$ cat src/rtl/alu_sequencer_pkg.sv
// Shared opcode encodings, instruction word layout, FSM states and flag bundle
// for the ALU sequencer and its benches.
package alu_sequencer_pkg;

  localparam logic [4:0] OP_NOP = 5'd0;
  localparam logic [4:0] OP_LD  = 5'd1;
  localparam logic [4:0] OP_ADD = 5'd2;
  localparam logic [4:0] OP_MUL = 5'd3;
  localparam logic [4:0] OP_JZ  = 5'd4;
  localparam logic [4:0] OP_JMP = 5'd5;
  localparam logic [4:0] OP_STR = 6'd6;
  localparam logic [4:0] OP_HLT = 5'd31;

  // Field order fixes the bit positions: op[31:27] rd[26:24] ra[23:21] rb[20:18] imm[15:0].
  typedef struct packed {
    logic [4:0]  op;
    logic [2:0]  rd;
    logic [2:0]  ra;
    logic [2:0]  rb;
    logic [1:0]  rsvd;
    logic [15:0] imm;
  } instr_t;

  typedef struct packed {
    logic c;
    logic s;
    logic o;
    logic z;
  } flags_t;

  typedef enum logic [2:0] {
    S_IDLE, S_FETCH, S_DECODE, S_EXEC, S_WB, S_STORE, S_HALT
  } state_e;

  function automatic logic is_alu_op(input logic [4:0] op);
    return (op == OP_LD) || (op == OP_ADD) || (op == OP_MUL);
  endfunction

  function automatic logic is_legal(input logic [4:0] op);
    return is_alu_op(op) || (op == OP_NOP) || (op == OP_JZ) || (op == OP_JMP) ||
           (op == OP_STR) || (op == OP_HLT);
  endfunction

endpackage

$ cat src/rtl/alu_sequencer_if.sv
// Instruction ROM, external ALU and store port bundle between the sequencer
// (master) and its surrounding memory/ALU/store sink (slave).
interface alu_sequencer_if;
  logic [7:0]  imem_addr;
  logic [31:0] imem_data;
  logic [4:0]  alu_opcode;
  logic [31:0] alu_operando_a;
  logic [31:0] alu_operando_b;
  logic [31:0] alu_resultado;
  logic        alu_C;
  logic        alu_S;
  logic        alu_O;
  logic        alu_Z;
  logic        st_valid;
  logic        st_ready;
  logic [7:0]  st_addr;
  logic [31:0] st_data;

  modport master (
    output imem_addr, alu_opcode, alu_operando_a, alu_operando_b, st_valid, st_addr, st_data,
    input  imem_data, alu_resultado, alu_C, alu_S, alu_O, alu_Z, st_ready
  );

  modport slave (
    input  imem_addr, alu_opcode, alu_operando_a, alu_operando_b, st_valid, st_addr, st_data,
    output imem_data, alu_resultado, alu_C, alu_S, alu_O, alu_Z, st_ready
  );
endinterface

$ cat src/rtl/alu_sequencer_reg_file.sv
// Eight 32-bit general registers: two asynchronous read ports, one synchronous
// write port, synchronous active-high clear.
module reg_file (
  input  logic        clk,
  input  logic        reset,
  input  logic        we,
  input  logic [2:0]  waddr,
  input  logic [31:0] wdata,
  input  logic [2:0]  raddr_a,
  output logic [31:0] rdata_a,
  input  logic [2:0]  raddr_b,
  output logic [31:0] rdata_b
);

  logic [31:0] regs [8];

  // NOTE: the array is cleared on reset because software relies on r0..r7
  // reading zero; that keeps it in flops rather than a RAM macro.
  always_ff @(posedge clk) begin
    if (reset) begin
      regs <= '{default: '0};
    end else if (we) begin
      regs[waddr] <= wdata;
    end
  end

  assign rdata_a = regs[raddr_a];
  assign rdata_b = regs[raddr_b];

endmodule

$ cat src/rtl/alu_sequencer.sv
// Multi-cycle instruction sequencer: fetches from a synchronous ROM, drives an
// external combinational ALU, writes back to reg_file and issues stores.
module alu_sequencer
  import alu_sequencer_pkg::*;
(
  input  logic                  clk,
  input  logic                  reset,
  input  logic                  start,
  alu_sequencer_if.master       bus,
  output logic                  C,
  output logic                  S,
  output logic                  O,
  output logic                  Z,
  output logic                  busy,
  output logic                  done,
  output logic                  err
);

  state_e      state_q, state_d;
  logic [7:0]  pc_q;
  instr_t      ir_q;
  instr_t      fetched;
  logic [31:0] res_q;
  flags_t      flags_q;
  logic        err_q;
  logic [31:0] rd_a, rd_b;
  logic [4:0]  alu_op;
  logic [31:0] alu_a, alu_b;
  logic        unused_rsvd;

  assign fetched     = instr_t'(bus.imem_data);
  assign unused_rsvd = ^ir_q.rsvd;

  reg_file u_reg_file (
    .clk     (clk),
    .reset   (reset),
    .we      (state_q == S_WB),
    .waddr   (ir_q.rd),
    .wdata   (res_q),
    .raddr_a (ir_q.ra),
    .rdata_a (rd_a),
    .raddr_b (ir_q.rb),
    .rdata_b (rd_b)
  );

  // NOTE: every output of this block gets a default first, so no path through
  // the case statement can infer a latch.
  always_comb begin
    state_d = state_q;
    alu_op  = OP_NOP;
    alu_a   = '0;
    alu_b   = '0;
    case (state_q)
      S_IDLE, S_HALT: if (start) state_d = S_FETCH;
      S_FETCH:        state_d = S_DECODE;
      S_DECODE: begin
        case (fetched.op)
          OP_LD, OP_ADD, OP_MUL, OP_JZ, OP_JMP: state_d = S_EXEC;
          OP_STR:  state_d = S_STORE;
          OP_HLT:  state_d = S_HALT;
          default: state_d = S_FETCH;
        endcase
      end
      S_EXEC: begin
        state_d = is_alu_op(ir_q.op) ? S_WB : S_FETCH;
        case (ir_q.op)
          OP_LD: begin
            alu_op = OP_LD;
            alu_b  = {16'h0000, ir_q.imm};
          end
          OP_ADD, OP_MUL: begin
            alu_op = ir_q.op;
            alu_a  = rd_a;
            alu_b  = rd_b;
          end
          default: ;
        endcase
      end
      S_WB:    state_d = S_FETCH;
      S_STORE: if (bus.st_ready) state_d = S_FETCH;
      default: state_d = S_IDLE;
    endcase
  end

  // NOTE: non-blocking assignments throughout, so every register here samples
  // the values from before the edge regardless of statement order.
  always_ff @(posedge clk) begin
    if (reset) begin
      state_q <= S_IDLE;
      pc_q    <= '0;
      ir_q    <= '0;
      res_q   <= '0;
      flags_q <= '0;
      err_q   <= 1'b0;
    end else begin
      state_q <= state_d;
      case (state_q)
        S_IDLE, S_HALT: begin
          if (start) begin
            pc_q    <= '0;
            flags_q <= '0;
            err_q   <= 1'b0;
          end
        end
        S_DECODE: begin
          ir_q <= fetched;
          if (!is_legal(fetched.op)) err_q <= 1'b1;
          // Illegal opcodes retire exactly like NOP.
          if (fetched.op == OP_NOP || !is_legal(fetched.op)) pc_q <= pc_q + 8'd1;
        end
        S_EXEC: begin
          case (ir_q.op)
            OP_LD, OP_ADD, OP_MUL: begin
              res_q   <= bus.alu_resultado;
              flags_q <= '{c: bus.alu_C, s: bus.alu_S, o: bus.alu_O, z: bus.alu_Z};
            end
            OP_JZ:   pc_q <= flags_q.z ? ir_q.imm[7:0] : pc_q + 8'd1;
            OP_JMP:  pc_q <= ir_q.imm[7:0];
            default: ;
          endcase
        end
        S_WB:    pc_q <= pc_q + 8'd1;
        S_STORE: if (bus.st_ready) pc_q <= pc_q + 8'd1;
        default: ;
      endcase
    end
  end

  assign bus.imem_addr      = pc_q;
  assign bus.alu_opcode     = alu_op;
  assign bus.alu_operando_a = alu_a;
  assign bus.alu_operando_b = alu_b;
  assign bus.st_valid       = (state_q == S_STORE);
  assign bus.st_addr        = ir_q.imm[7:0];
  assign bus.st_data        = rd_a;

  assign {C, S, O, Z} = flags_q;
  assign busy = (state_q == S_FETCH) || (state_q == S_DECODE) || (state_q == S_EXEC) ||
                (state_q == S_WB) || (state_q == S_STORE);
  assign done = (state_q == S_HALT);
  assign err  = err_q;

endmodule

$ cat src/flat_wrapper.sv
// flat-port wrapper written by rule: the top's interface ports become plain ports
module alu_sequencer_flat import alu_sequencer_pkg::*;
  (clk, reset, start, C, S, O, Z, busy, done, err, bus_imem_addr, bus_alu_opcode, bus_alu_operando_a, bus_alu_operando_b, bus_st_valid, bus_st_addr, bus_st_data, bus_imem_data, bus_alu_resultado, bus_alu_C, bus_alu_S, bus_alu_O, bus_alu_Z, bus_st_ready);
  alu_sequencer_if bus_i ();
  input  logic clk;
  input  logic reset;
  input  logic start;
  output logic C;
  output logic S;
  output logic O;
  output logic Z;
  output logic busy;
  output logic done;
  output logic err;
  output wire logic [$bits(bus_i.imem_addr)-1:0] bus_imem_addr;
  output wire logic [$bits(bus_i.alu_opcode)-1:0] bus_alu_opcode;
  output wire logic [$bits(bus_i.alu_operando_a)-1:0] bus_alu_operando_a;
  output wire logic [$bits(bus_i.alu_operando_b)-1:0] bus_alu_operando_b;
  output wire logic [$bits(bus_i.st_valid)-1:0] bus_st_valid;
  output wire logic [$bits(bus_i.st_addr)-1:0] bus_st_addr;
  output wire logic [$bits(bus_i.st_data)-1:0] bus_st_data;
  input wire logic [$bits(bus_i.imem_data)-1:0] bus_imem_data;
  input wire logic [$bits(bus_i.alu_resultado)-1:0] bus_alu_resultado;
  input wire logic [$bits(bus_i.alu_C)-1:0] bus_alu_C;
  input wire logic [$bits(bus_i.alu_S)-1:0] bus_alu_S;
  input wire logic [$bits(bus_i.alu_O)-1:0] bus_alu_O;
  input wire logic [$bits(bus_i.alu_Z)-1:0] bus_alu_Z;
  input wire logic [$bits(bus_i.st_ready)-1:0] bus_st_ready;
  assign bus_imem_addr = bus_i.imem_addr;
  assign bus_alu_opcode = bus_i.alu_opcode;
  assign bus_alu_operando_a = bus_i.alu_operando_a;
  assign bus_alu_operando_b = bus_i.alu_operando_b;
  assign bus_st_valid = bus_i.st_valid;
  assign bus_st_addr = bus_i.st_addr;
  assign bus_st_data = bus_i.st_data;
  assign bus_i.imem_data = bus_imem_data;
  assign bus_i.alu_resultado = bus_alu_resultado;
  assign bus_i.alu_C = bus_alu_C;
  assign bus_i.alu_S = bus_alu_S;
  assign bus_i.alu_O = bus_alu_O;
  assign bus_i.alu_Z = bus_alu_Z;
  assign bus_i.st_ready = bus_st_ready;
  alu_sequencer u_core (.clk(clk), .reset(reset), .start(start), .bus(bus_i), .C(C), .S(S), .O(O), .Z(Z), .busy(busy), .done(done), .err(err));
endmodule
$ cat config.mk
export PLATFORM = sky130hd
export DESIGN_NAME = alu_sequencer_flat
export DESIGN_NICKNAME = d
export VERILOG_FILES = /design/src/rtl/alu_sequencer_pkg.sv /design/src/rtl/alu_sequencer_if.sv /design/src/rtl/alu_sequencer_reg_file.sv /design/src/rtl/alu_sequencer.sv /design/src/flat_wrapper.sv
export SDC_FILE = /design/constraint.sdc
export NUM_CORES = 1
export LEC_CHECK = 0
export CAP_MARGIN = 30
export CORE_ASPECT_RATIO = 1.5
export CORE_MARGIN = 2
export CORE_UTILIZATION = 50
export CTS_BUF_LIST = sky130_fd_sc_hd__clkbuf_4
export DETAILED_ROUTE_END_ITERATION = 6
export PLACE_DENSITY = 0.84
export SYNTH_ARGS = -nofsm -noshare
export SYNTH_HDL_FRONTEND = slang
export SYNTH_HIERARCHICAL = 1
export SYNTH_SLANG_ARGS = --single-unit
export TNS_END_PERCENT = 50
$ cat constraint.sdc
create_clock -name clk -period 2.8 [get_ports clk]
set_input_delay 0.28 -clock clk [delete_from_list [all_inputs] [get_ports clk]]
set_output_delay 0.28 -clock clk [all_outputs]
set_load 0.02 [all_outputs]
==> run summary, run 1 <==
Drt total wl: 61.5 mm
Ys flop type: dfxtp_1
H-Tree Depth: 3
Cell taking the most area after synthesis: dfxtp_1
Vias in the first global route: 16855
Vias: 16930
Pins Over Slew Limit: 0
Core Region: 0.0342 mm²
R2r worst-path depth: 7
Clock skew: 0.0467 ns
Drt via density: 6.58
Hold crit path type: input port to register
Dpl hpwl: 33.3 mm
Max cap viols: 0
Library cells used by synthesis: 63
Initial Util: 0.505
Asr flop ratio synth: 0
Peak VDD IR: 216 µV
1st-iter DRT viols: 2699
Root buffer cell: clkbuf_4
Synth Area per Inst: 8.98 µm²
Nets: 2165
Power per cell area: 462 mW/mm²
Leakage power: 7.25 nW
Clk_lat worst skew: 0.81 ns
CP arrival: 2.80 ns
Area of the multi-input gates: 0.00952 mm²
Synth Instances: 1922
DIE AREA: 0.0360 mm²
Post-synthesis register bit count: 334
Final min period: 3.08 ns
Final worst slack: -0.281 ns
Die X: 156 µm
Antenna violations before repair: 2
Post-synth EDFFs: 0
Clk buf depth: 3
Largest net degree at the start of global routing: 126
Rows: 83
Grt ovf: 0
Share of layout cells above drive strength 1: 0.266
GRT Overall Usage: 0.324
Hold_ws: 0.0241 ns
Clock sink total: 334
Ranking of synthesized cells by area: dfxtp_1 39%, nand2_1 14%, a21oi_1 9.6%, mux4_2 9.1%, mux4_1 8.8%
CP required: 2.52 ns
Most frequent cells after synthesis: 650 x nand2_1, 334 x dfxtp_1, 331 x a21oi_1
Status: complete, but fails checks
CTS tree: yes
First-pass GRT wire length: 91.2 mm
Register Area: 0.00670 mm²
DRT antenna net count: 0
Worst setup EP type: output port
Fmax: 0.325 GHz
# DRC: 3
Die height: 231 µm
Unrepaired setup endpoints after global routing: yes
Failing checks: DRC, setup timing
Layout area overhead: 20.7%
Critical path type: register to output port
Routed len/inst: 23.9 µm
Final setup viols: 76
Pre-CTS setup slack: 0.196 ns
Register area share after synthesis: 0.388
CTS Buf Count: 77
Count leader, synth: nand2_1
IO buf count: 191
DRT Pass-1 Iters: 7
Crit Path Max Fanout: 5
Slew of the pin with the lowest slew margin: 0.810 ns
Mapped Area: 0.0173 mm²
Core Util, Final: 0.610
Min-Delay Path Depth: 3
Synth Warn #: 6
Share of the synthesized area in the top cell type: 0.388
Rel. slew slack: 0.460
Clock transition at path regs: 0.07 ns
Gpl congestion: 0.850
Filler instances: 2494
# IOs: 197
Crit start category: register
Final Hold Fails: 0
Tcrit/Tclk final: 1.10
## worst max-delay path, stage by stage (launching register included)
cell and delay, ns:
dfxtp_4 0.40, buf_6 0.13, buf_12 0.13, buf_6 0.11, mux4_2 0.48, mux2_4 0.33, a22oi_2 0.19, nor2_1 0.07
buf_4 0.15
## per-stage QoR
step	power (mW)	setup TNS, ns	instances	cell area, µm²
floorplan	5.39	0	1924	17300
global placement	5.65	0	2383	19200
detailed placement	5.66	0	2383	19200
CTS	9.57	-8.36	2561	20600
global route	9.94	-14.66	2573	20800
finish	9.63	-9.94	2573	20800
## worst paths after layout
check / start / end / slack [ns]
max: u_core/ir_q[18] / bus_alu_operando_b[11] / -0.28
min: bus_imem_data[25] / u_core/ir_q[25] / 0.02
max reg2reg: u_core/state_q[1] / u_core/u_reg_file/regs[175] / 0.50
min reg2reg: u_core/u_reg_file/regs[0] / u_core/u_reg_file/regs[0] / 0.47
## area by class of cell
type | instances | share of cell area
antenna | 2 | 0.000240
clock buffer | 110 | 0.0396
clock inverter | 24 | 0.00577
inverter | 7 | 0.00126
multi-input combinational | 1367 | 0.457
sequential | 334 | 0.322
tap | 425 | 0.0255
timing repair buffer | 304 | 0.149
## flip-flops by register name, summed over array words and instances (netlist names)
name	cells
u_core/state_q	3
u_core/Z	1
u_core/u_reg_file/regs	256
u_core/bus.imem_addr	8
u_core/O	1
u_core/ir_q	22
u_core/err	1
u_core/res_q	32
u_core/C	1
u_core/S	1
u_core/bus.st_addr	8
## cell usage in the layout (no fill, tap or decap), types with 3 or more instances in the layout
cell               n
and3_1            32
nor3_1             5
and4b_1            3
a22oi_1            5
o211a_1            4
inv_2              5
and4bb_2           3
dfxtp_4            3
mux4_2           121
nor2_1            28
clkinv_1          15
buf_16             7
buf_8              8
clkbuf_2           3
a21oi_1          331
nand4b_1           3
o32ai_1            4
inv_1              7
mux2_2             8
a211oi_1           5
and2_1             3
clkdlybuf4s15_2    6
dfxtp_1          330
nand4bb_1          4
clkinv_2           3
buf_12            24
buf_4             78
conb_1             3
a22oi_2           12
nand4_1            6
buf_6             37
nand3_1            4
a32oi_1            4
clkbuf_4         110
buf_2             45
mux4_1             7
mux2_4            56
and3_4            21
clkdlybuf4s50_1   93
nand2_1          649
## per-layer routing
metal	global-route usage	share of wire	vias up
li1	-	-	7033
met1	0.347	0.31	7910
met2	0.536	0.47	1492
met3	0.0804	0.12	495
met4	0.272	0.093	0
met5	0	0	-
## logic make-up (layout without fill, tap and decap cells)
group | Yosys count | in the layout | synth area share
mux | 192 | 192 | 0.224
compound gates | 381 | 381 | 0.121
fa+ha+maj | 2 | 2 | 0.00145
xor+xnor | 3 | 3 | 0.00152
buf+inv | 223 | 445 | 0.0709
flops | 334 | 334 | 0.388
other cells | 1 | 5 | 0.000217
simple gates | 786 | 786 | 0.193
## power breakdown
group | internal (mW) | total (mW) | switching (mW)
Combinational | 0.421 | 0.891 | 0.470
Clock | 1.90 | 3.90 | 2.00
Sequential | 4.78 | 4.84 | 0.0531
## repair_timing
action	4_1_cts	5_1_grt
buffers inserted	35	13
gates resized for setup	536	87
hold buffers	0	0
setup endpoints to repair	97	87
pin swaps	2	8
gates cloned	9	1
Power figures use the tool's default switching activity.
==> run 2: changes to the inputs <==
--- a/config.mk
+++ b/config.mk
@@ -10,6 +10,7 @@
 export CORE_MARGIN = 2
 export CORE_UTILIZATION = 50
 export CTS_BUF_LIST = sky130_fd_sc_hd__clkbuf_4
+export CTS_CLUSTER_DIAMETER = 80
 export DETAILED_ROUTE_END_ITERATION = 6
 export PLACE_DENSITY = 0.84
 export SYNTH_ARGS = -nofsm -noshare
==> constraint.sdc (replaced) <==
create_clock -name clk -period 2.8 [get_ports clk]
set_input_delay 0.28 -clock clk [delete_from_list [all_inputs] [get_ports clk]]
set_output_delay 0.28 -clock clk [all_outputs]
set_load 0.005 [all_outputs]
==> run 2 against run 1 <==
Via count rose by 2.0%. Clock power rose by 1%. Fmax fell by 1.7%. Final area rose by 2.5%. Clock-buffer cell count rose by 4. Combinational power rose by 2%. The run still ends with DRC, setup timing left. Die area did not move. Global-route usage rose by 2.3 points. Largest cell class unchanged. Cell count rose by 1.3%.
==> run summary, run 2 (synthesized netlist as in run 1, its figures left out) <==
Worst hold start: bus_alu_resultado[25]
Nets: 2193
Status: complete, but fails checks
Reg2reg end: u_core/u_reg_file/regs[238]
CP startpoint: u_core/ir_q[18]
# IOs: 197
Power per cell area: 455 mW/mm²
Final Non-Filler Cells: 2606
Clk_lat worst skew: 0.78 ns
Filler instances: 2387
Reg with most FFs: u_core/u_reg_file/regs
Die height: 231 µm
Drt via density: 6.62
Rel. slew slack: 0.551
Slowest CP cell: mux4_2
Grt ovf: 0
DRT antenna net count: 0
Commonest non-fill, non-tap cell in the layout: nand2_1
Failing checks: DRC, setup timing
CTS Buf Count: 78
Vias in the first global route: 17606
DRT Pass-1 Iters: 7
Rows: 83
Crit Path Max Fanout: 6
Routed len/inst: 24.6 µm
Peak VDD IR: 221 µV
Leakage power: 7.41 nW
Clk buf depth: 3
Clock transition at path regs: 0.09 ns
Gpl congestion: 0.858
Min-Delay Path Depth: 3
R2r worst-path depth: 6
Slowest stage delay, CP: 0.51 ns
Vias: 17263
R2r startpoint: u_core/state_q[1]
H-Tree Depth: 3
Largest registers: u_core/u_reg_file/regs x256, u_core/res_q x32, u_core/ir_q x22
Clock sink total: 334
Number of flip-flops in the largest register: 256
Initial Util: 0.505
CP required: 2.52 ns
Die X: 156 µm
Root buffer cell: clkbuf_4
Placed Cells: 2380
Setup slack, reg-to-reg: 0.47 ns
Core Region: 0.0342 mm²
Slew of the pin with the lowest slew margin: 0.673 ns
Critical path, cell by cell: buf_4, buf_12, mux4_2, mux2_4, a22oi_2, nor2_2, dlygate4sd2_1
Final setup viols: 63
First-pass GRT wire length: 96.6 mm
Final min period: 3.14 ns
Dpl hpwl: 33.1 mm
Hold crit path type: input port to register
# DRC: 16
Hold EP: u_core/res_q[25]
CTS tree: yes
Pre-CTS setup slack: 0.266 ns
Drt total wl: 64.2 mm
Critical path type: register to output port
Unrepaired setup endpoints after global routing: yes
Max cap viols: 0
GRT Overall Usage: 0.348
Most frequent cells in the layout: 649 x nand2_1, 331 x a21oi_1, 328 x dfxtp_1
CP arrival: 2.86 ns
Pins Over Slew Limit: 0
Layout area overhead: 23.7%
Share of layout cells above drive strength 1: 0.275
Final Hold Fails: 0
Largest net degree at the start of global routing: 102
1st-iter DRT viols: 2691
DIE AREA: 0.0360 mm²
Worst setup EP type: output port
Clock skew: 0.0718 ns
Fmax: 0.319 GHz
Tcrit/Tclk final: 1.12
Antenna violations before repair: 3
Crit start category: register
WP buf/inv: 3
Total power: 9.71 mW
Final worst slack: -0.336 ns
IO buf count: 191
Top delay family on crit path: multiplexers
## run 2: cell count changes in the layout (fill, tap and decap cells not counted), moves of 6 or more
cell	change
buf_2	-21
dlygate4sd2_1	+8
clkdlybuf4s15_1	+8
clkbuf_2	+24
buf_4	-21
and3_4	+7
buf_12	+17
buf_6	+15
and3_1	-7
clkdlybuf4s15_2	-6
## run 2: how the worst max path moves through the flow
stage,to,slack [ns],cells past startpoint
3_5_place_dp,bus_alu_operando_b[11],0.27,6
4_1_cts,bus_alu_operando_b[13],-0.29,8
2_1_floorplan,u_core/u_reg_file/regs[243],0.63,8
3_3_place_gp,bus_alu_operando_b[15],0.26,6
6_report,bus_alu_operando_b[6],-0.34,7
5_1_grt,bus_alu_operando_b[6],-0.39,7
## run 2: report_power, final
group	internal, mW	switching [mW]	total (mW)
Combinational	0.460	0.448	0.908
Clock	1.87	2.08	3.95
Sequential	4.78	0.0686	4.85
## run 2: area by class of cell
type	instances	area, µm²	area share
repair buffers	331	3550	0.166
clock buffers	114	856	0.0401
multi-input cells	1367	9570	0.448
diodes	3	7.51	0.000352
well taps	425	532	0.0249
inverters	7	26.3	0.00123
clock inverters	25	101	0.00475
flip-flops and latches	334	6700	0.314
## run 2: worst min-delay path, stage by stage
cell	delay [ns]
clkdlybuf4s50_1	0.40
nand2_1	0.05
a21oi_1	0.06
## run 2: repair_timing
| item | CTS | global route |
|---|---|---|
| buffers inserted | 52 | 29 |
| setup endpoints to repair | 97 | 95 |
| endpoints found under the hold margin | 68 | 0 |
| cloned | 12 | 0 |
| hold buffers | 1 | 0 |
| pin swaps | 10 | 12 |
| gates resized for setup | 498 | 82 |
## run 2: through the flow
| stage | utilization | setup TNS [ns] | area, µm² | hold slack, ns |
|---|---|---|---|---|
| final | 0.625 | -8.95 | 21300 | 0.0543 |
| after CTS | 0.623 | -10.85 | 21300 | 0.0116 |
| after global routing | 0.625 | -11.71 | 21300 | 0.0531 |
| after detailed placement | 0.563 | 0 | 19200 | 0.448 |
| after floorplan | - | 0 | 17300 | 0.376 |
| after global placement | 0.562 | 0 | 19200 | 0.446 |
## run 2: layer usage
| layer | global-route usage | up-vias | wire length, µm |
|---|---|---|---|
| met5 | 0 | - | 0 |
| met4 | 0.302 | 0 | 5970 |
| met3 | 0.0939 | 509 | 7670 |
| met2 | 0.568 | 1601 | 30600 |
| met1 | 0.369 | 8055 | 20000 |
| li1 | - | 7098 | - |
